File: src/rtl/ddr4_rst_pkg.sv
// ----------------------------------------------------------------------------
// ddr4_rst_pkg
// Shared types and constants for the DDR4 RESET_N sequencer.
//   - main_state_e : main FSM states (LOAD, HOLD_LOW, WAIT_CKE, READY)
//   - trim_state_e : delay-trim FSM states (T_IDLE, T_MOVE, T_GAP)
//   - CNT_W / cnt_t : width and type of the countdown timers
//   - *_DEF         : default timing values in FAB_CLK cycles
// ----------------------------------------------------------------------------
package ddr4_rst_pkg;

    localparam int unsigned CNT_W = 20;

    localparam int unsigned T_RST_LOW_DEF  = 40000;
    localparam int unsigned T_CKE_WAIT_DEF = 100000;
    localparam int unsigned MOVE_GAP_DEF   = 4;

    typedef logic [CNT_W-1:0] cnt_t;

    typedef enum logic [1:0] {
        LOAD     = 2'd0,
        HOLD_LOW = 2'd1,
        WAIT_CKE = 2'd2,
        READY    = 2'd3
    } main_state_e;

    typedef enum logic [1:0] {
        T_IDLE = 2'd0,
        T_MOVE = 2'd1,
        T_GAP  = 2'd2
    } trim_state_e;

endpackage

File: src/rtl/ddr4_reset_n_seq_if.sv
// ----------------------------------------------------------------------------
// ddr4_reset_n_seq_if
// Request / IOD signal bundle of the DDR4 RESET_N sequencer.
//   master : the controller side (drives requests and IOD status)
//   slave  : the sequencer (drives IOD serial data, strobes and status flags)
// Signals:
//   INIT_REQ, TRIM_REQ, TRIM_DIR, TRIM_STEPS[7:0], DELAY_LINE_OUT_OF_RANGE_0
//   TX_DATA_0[3:0], OE_DATA_0[3:0], DELAY_LINE_LOAD_0, DELAY_LINE_MOVE_0,
//   DELAY_LINE_DIRECTION_0, CKE_ALLOWED, TRIM_BUSY, TRIM_ERR
// ----------------------------------------------------------------------------
interface ddr4_reset_n_seq_if;

    logic       INIT_REQ;
    logic       TRIM_REQ;
    logic       TRIM_DIR;
    logic [7:0] TRIM_STEPS;
    logic       DELAY_LINE_OUT_OF_RANGE_0;

    logic [3:0] TX_DATA_0;
    logic [3:0] OE_DATA_0;
    logic       DELAY_LINE_LOAD_0;
    logic       DELAY_LINE_MOVE_0;
    logic       DELAY_LINE_DIRECTION_0;
    logic       CKE_ALLOWED;
    logic       TRIM_BUSY;
    logic       TRIM_ERR;

    modport master (
        output INIT_REQ, TRIM_REQ, TRIM_DIR, TRIM_STEPS, DELAY_LINE_OUT_OF_RANGE_0,
        input  TX_DATA_0, OE_DATA_0, DELAY_LINE_LOAD_0, DELAY_LINE_MOVE_0,
               DELAY_LINE_DIRECTION_0, CKE_ALLOWED, TRIM_BUSY, TRIM_ERR
    );

    modport slave (
        input  INIT_REQ, TRIM_REQ, TRIM_DIR, TRIM_STEPS, DELAY_LINE_OUT_OF_RANGE_0,
        output TX_DATA_0, OE_DATA_0, DELAY_LINE_LOAD_0, DELAY_LINE_MOVE_0,
               DELAY_LINE_DIRECTION_0, CKE_ALLOWED, TRIM_BUSY, TRIM_ERR
    );

endinterface

File: src/rtl/ddr4_dly_trim.sv
// ----------------------------------------------------------------------------
// ddr4_dly_trim
// Delay-line trim engine. Once accepted, issues TRIM_STEPS single-cycle move
// pulses, each followed by MOVE_GAP idle cycles. An out-of-range report during
// a gap stops the trim and sets the sticky error flag.
// Ports:
//   clk, rst_n      clock and (already synchronized) async active-low reset
//   abort           restart request from the main sequencer; kills any trim
//   ready           main sequencer is in READY
//   trim_req        single-cycle trim request
//   trim_dir        move direction, latched on acceptance
//   trim_steps      number of moves, latched on acceptance
//   out_of_range    IOD delay-line out-of-range status
//   dl_move         delay-line move strobe (registered)
//   dl_dir          delay-line direction (registered)
//   trim_busy       trim in progress (registered)
//   trim_err        sticky out-of-range error (registered)
// ----------------------------------------------------------------------------
module ddr4_dly_trim
    import ddr4_rst_pkg::*;
#(
    parameter int unsigned MOVE_GAP = MOVE_GAP_DEF
) (
    input  logic       clk,
    input  logic       rst_n,
    input  logic       abort,
    input  logic       ready,
    input  logic       trim_req,
    input  logic       trim_dir,
    input  logic [7:0] trim_steps,
    input  logic       out_of_range,
    output logic       dl_move,
    output logic       dl_dir,
    output logic       trim_busy,
    output logic       trim_err
);

    localparam cnt_t GAP_LOAD = cnt_t'(MOVE_GAP);
    localparam cnt_t CNT_ONE  = cnt_t'(1);

    trim_state_e state_q, state_d;
    logic [7:0]  rem_q, rem_d;
    cnt_t        gap_q, gap_d;
    logic        dir_q, dir_d;
    logic        err_q, err_d;
    logic        busy_q;
    logic        move_q;
    logic        accept;
    logic        zero_trim;

    // busy_q covers every non-idle state, so a low busy_q also means T_IDLE.
    assign accept = trim_req && ready && !abort && !busy_q;

    // NOTE: every variable assigned below gets a default first, so no path
    // leaves one unassigned and no latch is inferred.
    always_comb begin
        state_d   = state_q;
        rem_d     = rem_q;
        gap_d     = gap_q;
        dir_d     = dir_q;
        err_d     = err_q;
        zero_trim = 1'b0;

        if (abort) begin
            state_d = T_IDLE;
            rem_d   = '0;
            gap_d   = '0;
        end else begin
            case (state_q)
                T_IDLE: begin
                    if (accept) begin
                        dir_d = trim_dir;
                        err_d = 1'b0;
                        rem_d = trim_steps;
                        if (trim_steps != 8'd0) begin
                            state_d = T_MOVE;
                        end else begin
                            // Zero-length trim: busy for the acceptance cycle only.
                            zero_trim = 1'b1;
                        end
                    end
                end

                T_MOVE: begin
                    state_d = T_GAP;
                    gap_d   = GAP_LOAD;
                end

                T_GAP: begin
                    if (out_of_range) begin
                        err_d   = 1'b1;
                        state_d = T_IDLE;
                        rem_d   = '0;
                        gap_d   = '0;
                    end else if (gap_q <= CNT_ONE) begin
                        rem_d   = rem_q - 8'd1;
                        gap_d   = '0;
                        state_d = (rem_q > 8'd1) ? T_MOVE : T_IDLE;
                    end else begin
                        gap_d = gap_q - CNT_ONE;
                    end
                end

                default: begin
                    state_d = T_IDLE;
                end
            endcase
        end
    end

    // Strobes are registered from the next state so they line up with the
    // state they describe while still coming straight from a flop.
    always_ff @(posedge clk or negedge rst_n) begin
        if (!rst_n) begin
            state_q <= T_IDLE;
            rem_q   <= '0;
            gap_q   <= '0;
            dir_q   <= 1'b0;
            err_q   <= 1'b0;
            busy_q  <= 1'b0;
            move_q  <= 1'b0;
        end else begin
            state_q <= state_d;
            rem_q   <= rem_d;
            gap_q   <= gap_d;
            dir_q   <= dir_d;
            err_q   <= err_d;
            busy_q  <= (state_d != T_IDLE) || zero_trim;
            move_q  <= (state_d == T_MOVE);
        end
    end

    assign dl_move   = move_q;
    assign dl_dir    = dir_q;
    assign trim_busy = busy_q;
    assign trim_err  = err_q;

endmodule

File: src/rtl/ddr4_reset_n_seq.sv
// ----------------------------------------------------------------------------
// ddr4_reset_n_seq
// DDR4 RESET_N power-up sequencer with delay-line trim. After reset release
// it loads the IOD delay line, holds RESET_N low for T_RST_LOW cycles, waits
// T_CKE_WAIT cycles with RESET_N high and then raises CKE_ALLOWED. In READY a
// trim request steps the output delay line (see ddr4_dly_trim).
// Ports:
//   FAB_CLK   sole clock
//   ARST_N    asynchronous active-low reset (released through 2-flop sync)
//   bus       ddr4_reset_n_seq_if.slave: requests, IOD data/strobes, status
// ----------------------------------------------------------------------------
module ddr4_reset_n_seq
    import ddr4_rst_pkg::*;
#(
    parameter int unsigned T_RST_LOW  = T_RST_LOW_DEF,
    parameter int unsigned T_CKE_WAIT = T_CKE_WAIT_DEF,
    parameter int unsigned MOVE_GAP   = MOVE_GAP_DEF
) (
    input  logic               FAB_CLK,
    input  logic               ARST_N,
    ddr4_reset_n_seq_if.slave  bus
);

    localparam cnt_t CNT_ONE      = cnt_t'(1);
    localparam cnt_t HOLD_LOAD    = cnt_t'(T_RST_LOW);
    localparam cnt_t CKE_LOAD     = cnt_t'(T_CKE_WAIT);

    // ------------------------------------------------------------------------
    // Reset synchronizer: asserts immediately, releases two edges later.
    // ------------------------------------------------------------------------
    logic [1:0] rst_sync;
    logic       rst_n_sync;

    // NOTE: sequential state is written with non-blocking assignments so every
    // flop samples the pre-edge value of its neighbours.
    always_ff @(posedge FAB_CLK or negedge ARST_N) begin
        if (!ARST_N) begin
            rst_sync <= 2'b00;
        end else begin
            rst_sync <= {rst_sync[0], 1'b1};
        end
    end

    assign rst_n_sync = rst_sync[1];

    // ------------------------------------------------------------------------
    // Main sequencer
    // ------------------------------------------------------------------------
    main_state_e state_q, state_d;
    cnt_t        cnt_q, cnt_d;
    logic [3:0]  tx_q;
    logic [3:0]  oe_q;
    logic        load_q;
    logic        cke_q;
    logic        in_ready;

    always_comb begin
        state_d = state_q;
        cnt_d   = cnt_q;

        if (bus.INIT_REQ) begin
            state_d = LOAD;
            cnt_d   = CNT_ONE;
        end else begin
            case (state_q)
                LOAD: begin
                    // The counter is 0 only straight out of reset: that first
                    // clocked cycle enters LOAD properly instead of skipping it.
                    if (cnt_q == CNT_ONE) begin
                        state_d = HOLD_LOW;
                        cnt_d   = HOLD_LOAD;
                    end else begin
                        cnt_d   = CNT_ONE;
                    end
                end

                HOLD_LOW: begin
                    if (cnt_q <= CNT_ONE) begin
                        state_d = WAIT_CKE;
                        cnt_d   = CKE_LOAD;
                    end else begin
                        cnt_d   = cnt_q - CNT_ONE;
                    end
                end

                WAIT_CKE: begin
                    if (cnt_q <= CNT_ONE) begin
                        state_d = READY;
                        cnt_d   = '0;
                    end else begin
                        cnt_d   = cnt_q - CNT_ONE;
                    end
                end

                READY: begin
                    state_d = READY;
                end
            endcase
        end
    end

    // Outputs are registered from the next state so each strobe is high in
    // the same cycle as the state it belongs to.
    always_ff @(posedge FAB_CLK or negedge rst_n_sync) begin
        if (!rst_n_sync) begin
            state_q <= LOAD;
            cnt_q   <= '0;
            tx_q    <= 4'b0000;
            oe_q    <= 4'b1111;
            load_q  <= 1'b0;
            cke_q   <= 1'b0;
        end else begin
            state_q <= state_d;
            cnt_q   <= cnt_d;
            tx_q    <= ((state_d == WAIT_CKE) || (state_d == READY)) ? 4'b1111 : 4'b0000;
            oe_q    <= 4'b1111;
            load_q  <= (state_d == LOAD);
            cke_q   <= (state_d == READY);
        end
    end

    assign in_ready = (state_q == READY);

    // ------------------------------------------------------------------------
    // Trim engine
    // ------------------------------------------------------------------------
    logic trim_move;
    logic trim_dir_out;
    logic trim_busy;
    logic trim_err;

    ddr4_dly_trim #(
        .MOVE_GAP (MOVE_GAP)
    ) u_trim (
        .clk          (FAB_CLK),
        .rst_n        (rst_n_sync),
        .abort        (bus.INIT_REQ),
        .ready        (in_ready),
        .trim_req     (bus.TRIM_REQ),
        .trim_dir     (bus.TRIM_DIR),
        .trim_steps   (bus.TRIM_STEPS),
        .out_of_range (bus.DELAY_LINE_OUT_OF_RANGE_0),
        .dl_move      (trim_move),
        .dl_dir       (trim_dir_out),
        .trim_busy    (trim_busy),
        .trim_err     (trim_err)
    );

    assign bus.TX_DATA_0              = tx_q;
    assign bus.OE_DATA_0              = oe_q;
    assign bus.DELAY_LINE_LOAD_0      = load_q;
    assign bus.DELAY_LINE_MOVE_0      = trim_move;
    assign bus.DELAY_LINE_DIRECTION_0 = trim_dir_out;
    assign bus.CKE_ALLOWED            = cke_q;
    assign bus.TRIM_BUSY              = trim_busy;
    assign bus.TRIM_ERR               = trim_err;

endmodule

File: src/flat_wrapper.sv
// flat-port wrapper written by rule: the top's interface ports become plain ports
module ddr4_reset_n_seq_flat import ddr4_rst_pkg::*;
#(
    parameter int unsigned T_RST_LOW  = T_RST_LOW_DEF,
    parameter int unsigned T_CKE_WAIT = T_CKE_WAIT_DEF,
    parameter int unsigned MOVE_GAP   = MOVE_GAP_DEF
)
  (FAB_CLK, ARST_N, bus_INIT_REQ, bus_TRIM_REQ, bus_TRIM_DIR, bus_TRIM_STEPS, bus_DELAY_LINE_OUT_OF_RANGE_0, bus_TX_DATA_0, bus_OE_DATA_0, bus_DELAY_LINE_LOAD_0, bus_DELAY_LINE_MOVE_0, bus_DELAY_LINE_DIRECTION_0, bus_CKE_ALLOWED, bus_TRIM_BUSY, bus_TRIM_ERR);
  ddr4_reset_n_seq_if bus_i ();
  input  logic FAB_CLK;
  input  logic ARST_N;
  input wire logic [$bits(bus_i.INIT_REQ)-1:0] bus_INIT_REQ;
  input wire logic [$bits(bus_i.TRIM_REQ)-1:0] bus_TRIM_REQ;
  input wire logic [$bits(bus_i.TRIM_DIR)-1:0] bus_TRIM_DIR;
  input wire logic [$bits(bus_i.TRIM_STEPS)-1:0] bus_TRIM_STEPS;
  input wire logic [$bits(bus_i.DELAY_LINE_OUT_OF_RANGE_0)-1:0] bus_DELAY_LINE_OUT_OF_RANGE_0;
  output wire logic [$bits(bus_i.TX_DATA_0)-1:0] bus_TX_DATA_0;
  output wire logic [$bits(bus_i.OE_DATA_0)-1:0] bus_OE_DATA_0;
  output wire logic [$bits(bus_i.DELAY_LINE_LOAD_0)-1:0] bus_DELAY_LINE_LOAD_0;
  output wire logic [$bits(bus_i.DELAY_LINE_MOVE_0)-1:0] bus_DELAY_LINE_MOVE_0;
  output wire logic [$bits(bus_i.DELAY_LINE_DIRECTION_0)-1:0] bus_DELAY_LINE_DIRECTION_0;
  output wire logic [$bits(bus_i.CKE_ALLOWED)-1:0] bus_CKE_ALLOWED;
  output wire logic [$bits(bus_i.TRIM_BUSY)-1:0] bus_TRIM_BUSY;
  output wire logic [$bits(bus_i.TRIM_ERR)-1:0] bus_TRIM_ERR;
  assign bus_i.INIT_REQ = bus_INIT_REQ;
  assign bus_i.TRIM_REQ = bus_TRIM_REQ;
  assign bus_i.TRIM_DIR = bus_TRIM_DIR;
  assign bus_i.TRIM_STEPS = bus_TRIM_STEPS;
  assign bus_i.DELAY_LINE_OUT_OF_RANGE_0 = bus_DELAY_LINE_OUT_OF_RANGE_0;
  assign bus_TX_DATA_0 = bus_i.TX_DATA_0;
  assign bus_OE_DATA_0 = bus_i.OE_DATA_0;
  assign bus_DELAY_LINE_LOAD_0 = bus_i.DELAY_LINE_LOAD_0;
  assign bus_DELAY_LINE_MOVE_0 = bus_i.DELAY_LINE_MOVE_0;
  assign bus_DELAY_LINE_DIRECTION_0 = bus_i.DELAY_LINE_DIRECTION_0;
  assign bus_CKE_ALLOWED = bus_i.CKE_ALLOWED;
  assign bus_TRIM_BUSY = bus_i.TRIM_BUSY;
  assign bus_TRIM_ERR = bus_i.TRIM_ERR;
  ddr4_reset_n_seq #(.T_RST_LOW(T_RST_LOW), .T_CKE_WAIT(T_CKE_WAIT), .MOVE_GAP(MOVE_GAP)) u_core (.FAB_CLK(FAB_CLK), .ARST_N(ARST_N), .bus(bus_i));
endmodule
File: config.mk
export PLATFORM = sky130hd
export DESIGN_NAME = ddr4_reset_n_seq_flat
export DESIGN_NICKNAME = d
export VERILOG_FILES = /design/src/rtl/ddr4_rst_pkg.sv /design/src/rtl/ddr4_reset_n_seq_if.sv /design/src/rtl/ddr4_dly_trim.sv /design/src/rtl/ddr4_reset_n_seq.sv /design/src/flat_wrapper.sv
export SDC_FILE = /design/constraint.sdc
export NUM_CORES = 1
export LEC_CHECK = 0
export BUFFER_PORTS_ARGS = -buffer_cell sky130_fd_sc_hd__buf_2
export CAP_MARGIN = 20
export CORE_ASPECT_RATIO = 2
export CORE_MARGIN = 2
export CORE_UTILIZATION = 50
export CTS_CLUSTER_SIZE = 25
export DETAILED_ROUTE_END_ITERATION = 16
export HOLD_SLACK_MARGIN = 0.15
export PLACE_DENSITY = 0.68
export SYNTH_ARGS = -nofsm -noshare
export SYNTH_HDL_FRONTEND = slang
export SYNTH_HIERARCHICAL = 1
export SYNTH_SLANG_ARGS = --single-unit
File: constraint.sdc
create_clock -name FAB_CLK -period 2.5 [get_ports FAB_CLK]
set_input_delay 0.25 -clock FAB_CLK [delete_from_list [all_inputs] [get_ports FAB_CLK]]
set_output_delay 0.25 -clock FAB_CLK [all_outputs]
set_load 0.03 [all_outputs]
==> run metrics, run 1 <==
outcome finished clean; async set or reset register ratio after synthesis 100%; Adder-Cell Fraction of Synth Area 3.63%; worst vdd ir 727 uV; leading area contributor after synthesis dfrtp_1; Reg clk slew, reported paths 60 ps; die outline width 65.6 um; filler instances 652; unrepaired setup endpoints after global routing false; Total Wirelength 9700 um; initial core utilization 51.7%; GRT Residual Overflow 0; final hold slack 161 ps; Slew Limit Fails 0; WP data required 2730 ps; Core ar. 7320 um2; Synth-to-Final Area Change 16.1%; drt pass-1 iters 4; worst-path fanout max 16; Max-cap violations 0; largest family of logic cells by synthesized area simple AND/OR/NAND/NOR gates; number of synthesized register bits 61; Synth Area in Simple Gates 27.3%; Antenna Nets Post-Route 0; Die Ht 127 um; wire length per cell 17.4 um; Post-Syn Area 3790 um2; vias in the first global route 3417; Synth area leaders dfrtp_1, a21oi_1, nor2_1, ha_1, nand2_1; row cnt 44; Port Buffer Count 23; Max clock buf depth 2; clock skew 9.20 ps; WS Path Type reg -> reg; worst min path class in -> reg; Leakage Power 0.00209 uW; PD cells 1060 nW/um2; DR DRC count 0; Root Buffer clkbuf_16; Nets 484; Post-synth EDFFs 0; mean post-synth cell area 9.02 um2; post-synthesis sequential area ratio 40.3%; CP arrival 2590 ps; total negative slack 0 ps; final period utilization 94.2%; Syn Inst Count 420; Slew HR 51.1%; HPWL after DPL 7220 um; Clock Latency Late Sink 330 ps; count leader, synth dfrtp_1; Placer Congestion 0.896; initial DRC count 242; Commonest cells post-synth dfrtp_1, nor2_1, nand2_1; # IOs 28; CTS Buf Count 9; Synth Area in XOR/XNOR 0.462%; first-pass GRT wire length 15900 um; synth unique cells 69; layout cells sized above 1 19.6%; Worst Max-Slew Pin Slew 733 ps; DR vias/cell 6.21; initial antenna violation count 0; H-tree depth 3; Critical Path End Type register; diode count 0; Clock Sinks 61; die area 8330 um2; pin count of the biggest net entering global routing 35; proportion of synthesized area in mux cells 1.12%; Ys Warns 6; most common flop cell mapped by yosys dfrtp_1; highest clock rate 425 MHz; area fraction of the dominant cell type after synthesis 40.3%; Final Hold Vio Count 0; # setup viols final 0; startpoint types register; gr usage total 24.7%; compound-cell area share of the yosys netlist 21.7%; CTS tree yes; total number of vias 3450; crit path time final 2350 ps
## final timing paths
path | startpoint | endpoint | cells past startpoint | slack [ps]
worst max register to register | u_core/u_trim/gap_q[4] | u_core/u_trim/rem_q[7] | 5 | 150
worst max-delay path | u_core/u_trim/gap_q[4] | u_core/u_trim/rem_q[7] | 5 | 150
max in group asynchronous | u_core/rst_sync[1] | u_core/cnt_q[15] | 1 | 1480
worst min register to register | u_core/rst_sync[1] | u_core/u_trim/gap_q[10] | 0 | 330
worst min-delay path | bus_TRIM_DIR | u_core/u_trim/dl_dir | 2 | 160
min in group asynchronous | ARST_N | u_core/rst_sync[1] | 2 | 240
## worst max-delay path: stages, from the launching register on
cell     delay, ps
dfrtp_1        440
or4_4          580
nor3_4         330
a21oi_2        250
or2_1          410
o22ai_1        230
## placed cells by master, fill, tap and decap left out, types with 6 or more instances in the layout
cell,n
dfrtp_1,60
nor3_1,18
nand3_1,18
buf_4,22
buf_2,23
clkbuf_16,9
nand2_1,35
or3_1,11
a21oi_1,30
or4_1,7
o22ai_1,10
ha_1,11
a21o_1,12
a31oi_1,11
nor2_1,38
nor4_1,11
o21ai_0,17
o211ai_1,6
inv_1,17
## per-layer routing
metal,track usage (%),part of all wire (%),routed length [um]
met1,24.0,36,3540
met2,47.4,58,5610
met3,4.67,2.4,234
met4,12.5,3.3,318
met5,0,0,0
## metrics by stage
stage	util, %	instance area [um2]	worst slack, ps	std cells	power [uW]
6_report	60.1	4400	146	556	4670
5_1_grt	60.1	4400	6.32	556	4960
4_1_cts	60.0	4400	144	556	4670
3_5_place_dp	55.5	4060	183	539	3280
3_3_place_gp	55.5	4060	170	539	3260
2_1_floorplan	-	3800	226	424	2730
## layout make-up
cell class                      instances  area (um2)  area share (%)
Clock inverter                          4        70.1            1.59
Sequential cell                        61        1530            34.7
Multi-Input combinational cell        324        2070            47.2
Clock buffer                           12         256            5.83
Inverter                               17        63.8            1.45
Timing Repair Buffer                   46         290            6.60
Tap cell                               92         115            2.62
## where the power goes
part	internal (uW)	leakage, uW	switching, uW
Clock	923	0.000163	432
Sequential	1130	0.000823	182
Combinational	775	0.00110	1230
Total	2830	0.00209	1850
## flip-flops by register name, summed over array words and instances (netlist names)
signal / cells
u_core/bus.CKE_ALLOWED: 1
u_core/bus.DELAY_LINE_LOAD_0: 1
u_core/bus.TX_DATA_0: 1
u_core/cnt_q: 20
u_core/rst_sync: 2
u_core/state_q: 2
u_core/u_trim/dl_dir: 1
u_core/u_trim/dl_move: 1
u_core/u_trim/gap_q: 20
u_core/u_trim/rem_q: 8
u_core/u_trim/state_q: 2
u_core/u_trim/trim_busy: 1
u_core/u_trim/trim_err: 1
## kinds of logic after synthesis
group	after synthesis
DFF	61
xor gates and xnor gates	2
muxes	4
and+or+nand+nor	180
adders and majority gates	11
other	1
AOI/OAI and AO/OA	122
buffers and inverters	39
## what timing repair did
action                                 in CTS  in global routing
endpoints found under the hold margin       2                  0
hold buffers                                1                  0
buffers inserted                            0                  0
gates resized for setup                     0                  1
setup endpoints to repair                   0                  4
(Power assumes the default switching activity.)
==> inputs of run 2 (changes only) <==
SETUP_SLACK_MARGIN = 0.3   (was default)
SKIP_CTS_REPAIR_TIMING = 1   (was default)
SLEW_MARGIN = 20   (was default)
==> run metrics, run 2 (synthesis results as in run 1) <==
CP arrival 2480 ps; gr usage total 25.7%; final setup margin 249 ps; Core ar. 7320 um2; worst min path class in -> reg; vias in the first global route 3529; busiest grt layer met2; outcome finished clean; crit path time final 2250 ps; r2r startpoint u_core/u_trim/gap_q[12]; GRT Residual Overflow 0; filler instances 646; worst-path fanout max 5; unrepaired setup endpoints after global routing true; Leakage Power 0.00216 uW; # IOs 28; wire length per cell 18.2 um; Total Wirelength 10300 um; commonest non-fill, non-tap cells in the layout dfrtp_1, nor2_1, nand2_1, buf_4, a21oi_1; # setup viols final 0; placed cells 539; Global Route met3 Usage 5.72%; flop2flop setup slack 250 ps; CTS Buf Count 9; CTS tree yes; startpoint types register; crit path from u_core/u_trim/gap_q[12]; Root Buffer clkbuf_16; Reg clk slew, reported paths 50 ps; PD cells 1050 nW/um2; layout cells sized above 1 25.3%; Synth-to-Final Area Change 20.1%; Antenna Nets Post-Route 0; hold path start bus_TRIM_DIR; Die Ht 127 um; initial DRC count 282; Critical Path End Type register; Clock Latency Late Sink 330 ps; Final Util 62.2%; Clock Sinks 61; met2 usage 47.2%; Max clock buf depth 2; first-pass GRT wire length 16300 um; Reg-to-Reg End u_core/u_trim/gap_q[17]; top flop regs u_core/cnt_q (20), u_core/u_trim/gap_q (20), u_core/u_trim/rem_q (8); total negative slack 0 ps; diode count 0; R2R cell count 5; initial antenna violation count 0; Placer Congestion 0.830; Worst Setup EP u_core/u_trim/gap_q[17]; Final Non-Filler Cells 567; DR vias/cell 6.26; Slew Limit Fails 0; clock skew 6.44 ps; final period utilization 90.0%; die outline width 65.6 um; Final Hold Vio Count 0; Slew HR 59.4%; Nets 495; Port Buffer Count 23; Worst Max-Slew Pin Slew 609 ps; total number of vias 3547; DR DRC count 0; HPWL after DPL 7320 um; met1 usage 25.1%; WP data required 2730 ps; Max-cap violations 0; highest clock rate 444 MHz; drt pass-1 iters 5; WS Path Type reg -> reg; initial core utilization 51.7%; die area 8330 um2; row cnt 44; pin count of the biggest net entering global routing 28; commonest non-fill, non-tap cell in the layout dfrtp_1; pre-CTS setup slack 207 ps; H-tree depth 3; worst vdd ir 919 uV
run 2: cell types whose count changed in the layout (fill, tap and decap cells not counted), moves of 3 or more:
cell     change
nor2_2       +3
dfrtp_2      +4
nor2_1       -3
or3_1        -3
or3_4        +3
buf_4       +11
dfrtp_1      -4
run 2: layout make-up:
type                    count  area [um2]  area share, %
well taps                  92         115           2.53
repair buffers             57         373           8.19
clock inverters             4        45.0          0.990
flip-flops and latches     61        1530           33.7
multi-input cells         324        2160           47.4
inverters                  17        63.8           1.40
clock buffers              12         267           5.85
run 2: metrics by stage:
step | hold WS (ps) | cell area, um2 | power [uW]
final | 153 | 4550 | 4760
after global routing | 159 | 4550 | 5010
after CTS | -325 | 4370 | 4620
after detailed placement | 37.8 | 4060 | 3300
after global placement | 34.5 | 4060 | 3270
after floorplan | -45.6 | 3800 | 2730
run 2: how the worst min path moves through the flow:
stage	end	slack (ps)	depth (start not counted)
global placement	u_core/rst_sync[0]	30	1
finish	u_core/u_trim/dl_dir	150	2
detailed placement	u_core/rst_sync[0]	40	1
floorplan	u_core/rst_sync[0]	-50	0
CTS	u_core/rst_sync[1]	-320	1
global route	u_core/u_trim/dl_dir	160	2
run 2: power breakdown:
part	internal, uW	switching, uW	total [uW]
Clock	847	449	1300
Sequential	1130	191	1320
Combinational	861	1280	2140
Total	2840	1920	4760
run 2: critical path, cell delays in order, from the launching register on:
cell and delay (ps):
dfrtp_2 430, or4_4 560, or3_4 430, or3_4 410
a21o_1 160, a21o_1 140
run 2: layer usage:
| layer | up-vias | routed length, um |
|---|---|---|
| met3 | 32 | 411 |
| met5 | - | 0 |
| met4 | 0 | 413 |
| met2 | 126 | 5740 |
| met1 | 1720 | 3780 |
| li1 | 1669 | - |
